**src/rtl/fifo_wr_arbiter_pkg.sv**
```systemverilog
// ------------------------------------------------------------------
// fifo_arb_pkg: shared types and width helpers for fifo_wr_arbiter.
// Rev 1.0
// ------------------------------------------------------------------
`default_nettype none

package fifo_arb_pkg;

  typedef enum logic [0:0] {
    IDLE  = 1'b0,
    BURST = 1'b1
  } arb_state_e;

  localparam int STALL_CNT_W = 16;

  function automatic int grant_w(input int num_req);
    return (num_req > 1) ? $clog2(num_req) : 1;
  endfunction

  // Beat counter must be able to hold MAX_BURST itself.
  function automatic int beat_w(input int max_burst);
    return (max_burst > 1) ? $clog2(max_burst + 1) : 1;
  endfunction

endpackage

`default_nettype wire

```
**src/rtl/fifo_wr_arbiter_rr_pick.sv**
```systemverilog
// ------------------------------------------------------------------
// rr_pick: combinational round-robin picker, first set bit at or above ptr (wrapping).
// Rev 1.0
// ------------------------------------------------------------------
`default_nettype none

module rr_pick
  import fifo_arb_pkg::*;
#(
  parameter int NUM_REQ = 4,
  parameter int GRANT_W = grant_w(NUM_REQ)
) (
  input  logic [NUM_REQ-1:0] req,
  input  logic [GRANT_W-1:0] ptr,
  output logic [GRANT_W-1:0] idx,
  output logic               found
);

  int cand;

  // Scan from the farthest offset down so the nearest match wins last.
  always_comb begin
    idx   = '0;
    found = 1'b0;
    cand  = 0;
    for (int k = NUM_REQ - 1; k >= 0; k--) begin
      cand = int'(ptr) + k;
      if (cand >= NUM_REQ) begin
        cand = cand - NUM_REQ;
      end
      if (req[cand]) begin
        found = 1'b1;
        idx   = cand[GRANT_W-1:0];
      end
    end
  end

endmodule

`default_nettype wire

```
**src/rtl/fifo_wr_arbiter.sv**
```systemverilog
// ------------------------------------------------------------------
// fifo_wr_arbiter: round-robin bounded-burst arbiter for a FIFO write port.
// Optional macro WR_ARB_STATS_EN adds the stall_cnt output. Rev 1.0
// ------------------------------------------------------------------
`default_nettype none

module fifo_wr_arbiter
  import fifo_arb_pkg::*;
#(
  parameter int DATA_WIDTH = 8,
  parameter int NUM_REQ    = 4,
  parameter int MAX_BURST  = 4
) (
  input  logic                          clk_wr,
  input  logic                          rst_n,
  input  logic [NUM_REQ-1:0]            req_valid,
  input  logic [NUM_REQ*DATA_WIDTH-1:0] req_data,
  input  logic [NUM_REQ-1:0]            req_last,
  output logic [NUM_REQ-1:0]            req_ready,
  input  logic                          full,
  output logic                          wr_en,
  output logic [DATA_WIDTH-1:0]         data_in,
  output logic [grant_w(NUM_REQ)-1:0]   grant_id,
`ifdef WR_ARB_STATS_EN
  output logic [STALL_CNT_W-1:0]        stall_cnt,
`endif
  output logic                          busy
);

  localparam int GRANT_W = grant_w(NUM_REQ);
  localparam int BEAT_W  = beat_w(MAX_BURST);
  localparam logic [GRANT_W-1:0] LAST_IDX = GRANT_W'(NUM_REQ - 1);
  localparam logic [BEAT_W-1:0]  BEAT_MAX = BEAT_W'(MAX_BURST);

  arb_state_e         state, state_nxt;
  logic [GRANT_W-1:0] grant_nxt;
  logic [GRANT_W-1:0] rr_ptr, rr_nxt;
  logic [BEAT_W-1:0]  beat_cnt, beat_nxt, beat_inc;
  logic [GRANT_W-1:0] pick_idx;
  logic               pick_found;
  logic               cur_valid, cur_last, xfer, done;

  rr_pick #(
    .NUM_REQ (NUM_REQ),
    .GRANT_W (GRANT_W)
  ) u_rr_pick (
    .req   (req_valid),
    .ptr   (rr_ptr),
    .idx   (pick_idx),
    .found (pick_found)
  );

  assign cur_valid = req_valid[grant_id];
  assign cur_last  = req_last[grant_id];
  assign beat_inc  = beat_cnt + BEAT_W'(1);
  assign xfer      = (state == BURST) && cur_valid && !full;
  // While full the grant is frozen; otherwise an empty slot also ends the burst.
  assign done      = (state == BURST) && !full &&
                     (!cur_valid || cur_last || (beat_inc == BEAT_MAX));

  always_ff @(posedge clk_wr or negedge rst_n) begin
    if (!rst_n) begin
      state    <= IDLE;
      grant_id <= '0;
      beat_cnt <= '0;
      rr_ptr   <= '0;
    end else begin
      state    <= state_nxt;
      grant_id <= grant_nxt;
      beat_cnt <= beat_nxt;
      rr_ptr   <= rr_nxt;
    end
  end

  always_comb begin
    state_nxt = state;
    grant_nxt = grant_id;
    beat_nxt  = beat_cnt;
    rr_nxt    = rr_ptr;
    req_ready = '0;
    wr_en     = 1'b0;
    data_in   = '0;
    busy      = 1'b0;
    case (state)
      IDLE: begin
        if (pick_found) begin
          state_nxt = BURST;
          grant_nxt = pick_idx;
          beat_nxt  = '0;
        end
      end
      BURST: begin
        busy                = 1'b1;
        req_ready[grant_id] = !full;
        wr_en               = xfer;
        data_in             = req_data[grant_id*DATA_WIDTH +: DATA_WIDTH];
        if (xfer) begin
          beat_nxt = beat_inc;
        end
        if (done) begin
          state_nxt = IDLE;
          rr_nxt    = (grant_id == LAST_IDX) ? '0 : grant_id + GRANT_W'(1);
        end
      end
      default: begin
        state_nxt = IDLE;
      end
    endcase
  end

`ifdef WR_ARB_STATS_EN
  logic [STALL_CNT_W-1:0] stall_q;

  // Counts only cycles where a word is actually waiting on a full FIFO.
  always_ff @(posedge clk_wr or negedge rst_n) begin
    if (!rst_n) begin
      stall_q <= '0;
    end else if ((state == BURST) && cur_valid && full && (stall_q != '1)) begin
      stall_q <= stall_q + STALL_CNT_W'(1);
    end
  end

  assign stall_cnt = stall_q;
`endif

endmodule

`default_nettype wire

```
**config.mk**
```make
export PLATFORM = sky130hd
export DESIGN_NAME = fifo_wr_arbiter
export DESIGN_NICKNAME = d
export VERILOG_FILES = /design/src/rtl/fifo_wr_arbiter_pkg.sv /design/src/rtl/fifo_wr_arbiter_rr_pick.sv /design/src/rtl/fifo_wr_arbiter.sv
export SDC_FILE = /design/constraint.sdc
export NUM_CORES = 1
export LEC_CHECK = 0
export BUFFER_PORTS_ARGS = -buffer_cell sky130_fd_sc_hd__buf_2
export CORE_UTILIZATION = 43
export DETAILED_ROUTE_END_ITERATION = 12
export PLACE_DENSITY = 0.88
export SLEW_MARGIN = 20
export SYNTH_ARGS = -nofsm -noshare
export SYNTH_HDL_FRONTEND = slang
export SYNTH_SLANG_ARGS = --single-unit
```
**constraint.sdc**
```tcl
create_clock -name clk_wr -period 4 [get_ports clk_wr]
set_input_delay 0.6 -clock clk_wr [delete_from_list [all_inputs] [get_ports clk_wr]]
set_output_delay 0.6 -clock clk_wr [all_outputs]
set_load 0.03 [all_outputs]
```
==> results of run 1 <==
[critical path, stage by stage, from the launching register on]
cell     delay (ns)
dfrtp_1        0.66
mux4_2         0.62
nand2_1        0.16
inv_1          0.10
buf_2          0.18
[state kept, by name, summed over array words and instances, names as in the netlist]
name / cells
beat_cnt: 3
grant_id: 2
state: 1
rr_ptr: 2
[final timing paths]
kind | startpoint | cells past startpoint | slack [ns] | end
worst max-delay path | grant_id[1] | 4 | 1.41 | wr_en
worst min-delay path | rst_n | 1 | 0.17 | rr_ptr[0]
worst max register to register | grant_id[0] | 4 | 1.94 | rr_ptr[0]
worst min register to register | rr_ptr[0] | 1 | 0.53 | rr_ptr[0]
max in group asynchronous | rst_n | 1 | 3.67 | beat_cnt[0]
min in group clk_wr | rr_ptr[0] | 1 | 0.53 | rr_ptr[0]
[area by class of cell]
| cell class | count | area (um2) | area share [%] |
|---|---|---|---|
| multi-input cells | 58 | 587 | 51.0 |
| repair buffers | 58 | 290 | 25.2 |
| flip-flops and latches | 8 | 200 | 17.4 |
| clock buffers | 3 | 22.5 | 1.96 |
| well taps | 25 | 31.3 | 2.72 |
| inverters | 5 | 18.8 | 1.63 |
[per-stage QoR]
stage                     worst slack (ns)  instance area (um2)  hold slack (ns)
final                                 1.41                 1150            0.166
after detailed placement              1.68                 1130            0.451
after floorplan                       1.83                  832            0.304
after CTS                             1.38                 1150            0.166
after global routing                  1.27                 1150            0.173
after global placement                1.71                 1130            0.451
[synth_stat cells (2+ instances only)]
library cell,number,area [um2]
and2_1,12,75.1
mux4_2,10,225
dfrtp_1,8,200
ha_1,6,75.1
inv_1,5,18.8
o21ai_0,4,20.0
a21oi_1,3,15.0
mux2i_1,3,30.0
buf_6,2,22.5
mux2_1,2,22.5
nand2_1,2,7.51
nor2_1,2,7.51
o221ai_1,2,17.5
[cell families (layout without fill, tap and decap cells)]
kind of cell | Yosys count | count (layout) | share of synthesized area, %
AO/OA/AOI/OAI | 14 | 14 | 11.6
XOR/XNOR | 1 | 1 | 1.05
adder cells (fa/ha/maj) | 6 | 6 | 9.02
buffers and inverters | 8 | 66 | 5.41
flip-flops | 8 | 8 | 24.1
multiplexers | 15 | 15 | 33.4
AND/OR/NAND/NOR | 22 | 22 | 15.5
[per-layer routing]
| layer | vias up | track usage, % | routed length (um) |
|---|---|---|---|
| li1 | 390 | - | - |
| met1 | 392 | 19.2 | 730 |
| met2 | 52 | 41.1 | 1170 |
| met3 | 5 | 5.95 | 268 |
| met4 | 0 | 8.24 | 36 |
| met5 | - | 0 | 0 |
[report_power, final]
part | switching, mW | internal (mW) | total (mW)
registers | 0.0838 | 0.114 | 0.197
clock network | 0.0316 | 0.0346 | 0.0662
logic | 0.279 | 0.234 | 0.513
==> impl_metrics.json, run 1 <==
{
  "gp_congestion": 0.922,
  "numCtsBuffers": 3,
  "cts_buffer_depth": 2,
  "vias_per_cell": 5.34,
  "clk_pin_slew_ns": 0.06,
  "rows": 15,
  "final_antenna_net_count": 0,
  "yosys_register_bits": 8,
  "ys.flop_type": "dfrtp_1",
  "firstDrtPassIters": 4,
  "final_cell_mix": "58 x buf_2, 12 x and2_1, 10 x mux4_2, 8 x dfrtp_1, 6 x ha_1",
  "ys_async_sr_fraction_pct": 100,
  "power_density_nw_per_um2": 676,
  "cts_tree": "yes",
  "start_util_pct": 47.2,
  "drt_iter0_drc": 18,
  "layout_commonest_cell": "buf_2",
  "post_cts_buffers": 0,
  "dp.final_hpwl_um": 1880,
  "cts-root-buf": "clkbuf_4",
  "min_path_type": "in -> async",
  "grt_remaining_overflow": 0,
  "grt_max_degree": 16,
  "grt_pass1_wl_um": 3070,
  "p_leak_nw": 0.607,
  "skew_ns": 0.00106,
  "tightest_slew_ns": 0.693,
  "endpoint_kind": "output pin",
  "instances_no_fill": 157,
  "areaGrowthSynthToFinish_pct": 38.2,
  "worst-endpoint-required_ns": 3.40,
  "cts_resized": 0,
  "vias": 839,
  "setup_viol": 0,
  "chipHeight_um": 46.0,
  "n_antenna_cell": 0,
  "drt_wl_total_um": 2210,
  "synth-seq-area-share_pct": 24.1,
  "syn-num-nets": 123,
  "htreeDepth": 1,
  "die_area_um2": 2120,
  "slew_viol_final": 0,
  "ir_drop_uv": 343,
  "crit_type": "reg -> out",
  "synth.avg_cell_area_um2": 11.2,
  "coreArea_um2": 1760,
  "fin_nets": 183,
  "p_total_uw": 777,
  "cp_max_fo": 14,
  "synthCells": 74,
  "crit_arrival_ns": 1.99,
  "ctsHoldBuffers": 0,
  "cp-start-kind": "flop",
  "period_needed_ns": 2.59,
  "ys_types": 26,
  "syn-cell-area_um2": 832,
  "utilization_pct": 65.2,
  "finalSetupTns_ns": 0,
  "slew_headroom_pct": 53.8,
  "antenna_found_initial": 0,
  "routedWlPerCell_um": 14.0,
  "die_x_um": 46.0,
  "grt_use_total_pct": 20.8,
  "drc": 0,
  "grt_pass1_vias": 757,
  "synth_edf_count": 0,
  "hold_viol_final": 0,
  "rsz0062_at_grt": "false",
  "drive_above_1_share_pct": 55.3,
  "nFillCells": 160,
  "dpl.cell_count": 154,
  "fmax_ghz": 0.386,
  "status": "complete, no violations",
  "clk_latency_ns": 0.26,
  "pin_count": 59,
  "yosys_warnings": 0,
  "max_cap_violations": 0,
  "port_buffers": 58,
  "min_period_over_period_pct": 64.8,
  "cts.sinks": 8
}
(Power assumes the default switching activity.)
==> inputs of run 2 (changes only) <==
Settings changed: CORE_UTILIZATION 43 to 40, PLACE_DENSITY 0.88 to 0.83.
Clock period 4 ns to 2.6 ns, I/O delays scaled along.
==> run 2 against run 1 <==
  * Wire length down 7.3%
  * Clock skew about the same
  * Register-to-register slack worse by 1.4 ns
  * First-iteration DRC count down 78%
  * Hold slack better by 0.33 ns
  * Final area up 1.7%
  * Via count down 1.3%
  * Flip-flop and latch count unchanged
  * Critical path depth down 1
  * Critical path type unchanged
==> impl_metrics.json, run 2 (synthesis gave the netlist of run 1 again) <==
{
  "cts_resized": 0,
  "drt_wl_total_um": 2040,
  "n_antenna_cell": 0,
  "grt_pass1_wl_um": 2730,
  "ir_drop_uv": 496,
  "instances_no_fill": 161,
  "cts_tree": "yes",
  "vias": 828,
  "crit_start": "grant_id[0]",
  "layout_commonest_cell": "buf_2",
  "max_stage_delay_ns": 0.78,
  "chipHeight_um": 47.6,
  "crit_type": "reg -> out",
  "crit_buf_inv": 1,
  "dp.final_hpwl_um": 1710,
  "die_area_um2": 2270,
  "stdcell_area_um2": 1170,
  "clk_latency_ns": 0.26,
  "fin_nets": 185,
  "clk_pin_slew_ns": 0.05,
  "status": "complete, no violations",
  "worst-endpoint-required_ns": 2.21,
  "cts-root-buf": "clkbuf_4",
  "min_period_over_period_pct": 89.8,
  "fmax_ghz": 0.428,
  "nFillCells": 173,
  "start_util_pct": 42.4,
  "die_x_um": 47.6,
  "post_cts_buffers": 0,
  "setup_viol": 0,
  "switching_share_pct": 49.9,
  "slew_viol_final": 0,
  "intPower_uw": 596,
  "dpl.cell_count": 157,
  "largest_reg_flops": 3,
  "holdWs_ns": 0.496,
  "numCtsBuffers": 3,
  "skew_ns": 0.00136,
  "grt_pass1_vias": 652,
  "endpoint_kind": "output pin",
  "min_path_type": "in -> async",
  "cp-start-kind": "flop",
  "cp_max_fo": 15,
  "areaGrowthSynthToFinish_pct": 40.6,
  "pin_count": 59,
  "grt_use_total_pct": 17.1,
  "htreeDepth": 1,
  "firstDrtPassIters": 4,
  "cp_slowest_cell": "dfrtp_1",
  "grt_remaining_overflow": 0,
  "cts_buffer_depth": 2,
  "port_buffers": 58,
  "comb_power_share_pct": 68.5,
  "switchingPower_uw": 595,
  "grt_max_degree": 16,
  "hold_viol_final": 0,
  "power_frac_clock_pct": 8.2,
  "power_density_nw_per_um2": 1020,
  "routedWlPerCell_um": 12.7,
  "rows": 16,
  "ctsHoldBuffers": 1,
  "vias_per_cell": 5.14,
  "slew_headroom_pct": 54.6,
  "multi_input_area_um2": 587,
  "coreArea_um2": 1960,
  "top_regs": "beat_cnt: 3 flops, grant_id: 2 flops, rr_ptr: 2 flops",
  "crit_chain": "mux4_2, and2_1, buf_2",
  "critPathTopFamily": "flip-flops",
  "place_area_um2": 1140,
  "cts.sinks": 8,
  "period_needed_ns": 2.34,
  "crit_arrival_ns": 1.95,
  "max_cap_violations": 0,
  "antenna_found_initial": 0,
  "rsz0062_at_grt": "false",
  "drt_iter0_drc": 4,
  "regToRegStartpoint": "grant_id[0]",
  "finalSetupTns_ns": 0,
  "power_frac_seq_pct": 23.3,
  "drive_above_1_share_pct": 55.2,
  "final_cell_mix": "58 x buf_2, 12 x and2_1, 10 x mux4_2, 8 x dfrtp_1, 6 x ha_1",
  "final_antenna_net_count": 0,
  "p_leak_nw": 0.616,
  "drc": 0,
  "tightest_slew_ns": 0.681,
  "regArea_um2": 200,
  "top_register": "beat_cnt",
  "gp_congestion": 0.784
}
## run 2: cell types whose count changed in the layout (fill, tap and decap cells not counted), sizes merged
cell         before  now
buf              58   59
dlygate4sd3       0    1
## run 2: power groups by stage
stage | registers, mW | clock network [mW] | logic, mW
after global placement | 0.278 | 0 | 0.807
after CTS | 0.280 | 0.0988 | 0.825
final | 0.278 | 0.0973 | 0.816
after global routing | 0.296 | 0.106 | 0.898
after detailed placement | 0.282 | 0 | 0.822
after floorplan | 0.273 | 0 | 0.639
## run 2: area by class of cell
class | count | area share (%)
Multi-Input combinational cell | 58 | 50.2
Tap cell | 27 | 2.89
Inverter | 5 | 1.60
Clock buffer | 3 | 1.93
Sequential cell | 8 | 17.1
Timing Repair Buffer | 60 | 26.3
## run 2: per-layer routing
| layer | track usage [%] | vias to the layer above | share of wire, % |
|---|---|---|---|
| li1 | - | 401 | - |
| met1 | 21.6 | 381 | 40 |
| met2 | 29.3 | 44 | 48 |
| met3 | 3.02 | 2 | 11 |
| met4 | 6.67 | 0 | 1.1 |
| met5 | 0 | - | 0 |
## run 2: stage by stage
| stage | setup slack (ns) | power [mW] | utilization (%) |
|---|---|---|---|
| floorplan | 0.643 | 0.912 | - |
| global placement | 0.534 | 1.09 | 58.0 |
| detailed placement | 0.513 | 1.10 | 58.0 |
| CTS | 0.228 | 1.20 | 59.6 |
| global route | 0.0906 | 1.30 | 59.6 |
| finish | 0.264 | 1.19 | 59.6 |
## run 2: worst paths after layout
path | to | slack (ns) | cells past startpoint
setup reg to reg | rr_ptr[0] | 0.56 | 4
max in group asynchronous | state | 1.94 | 2
hold reg to reg | beat_cnt[0] | 0.53 | 1
min in group clk_wr | grant_id[1] | 0.50 | 3
setup / recovery | data_in[7] | 0.26 | 3
hold / removal | rr_ptr[1] | 0.50 | 2
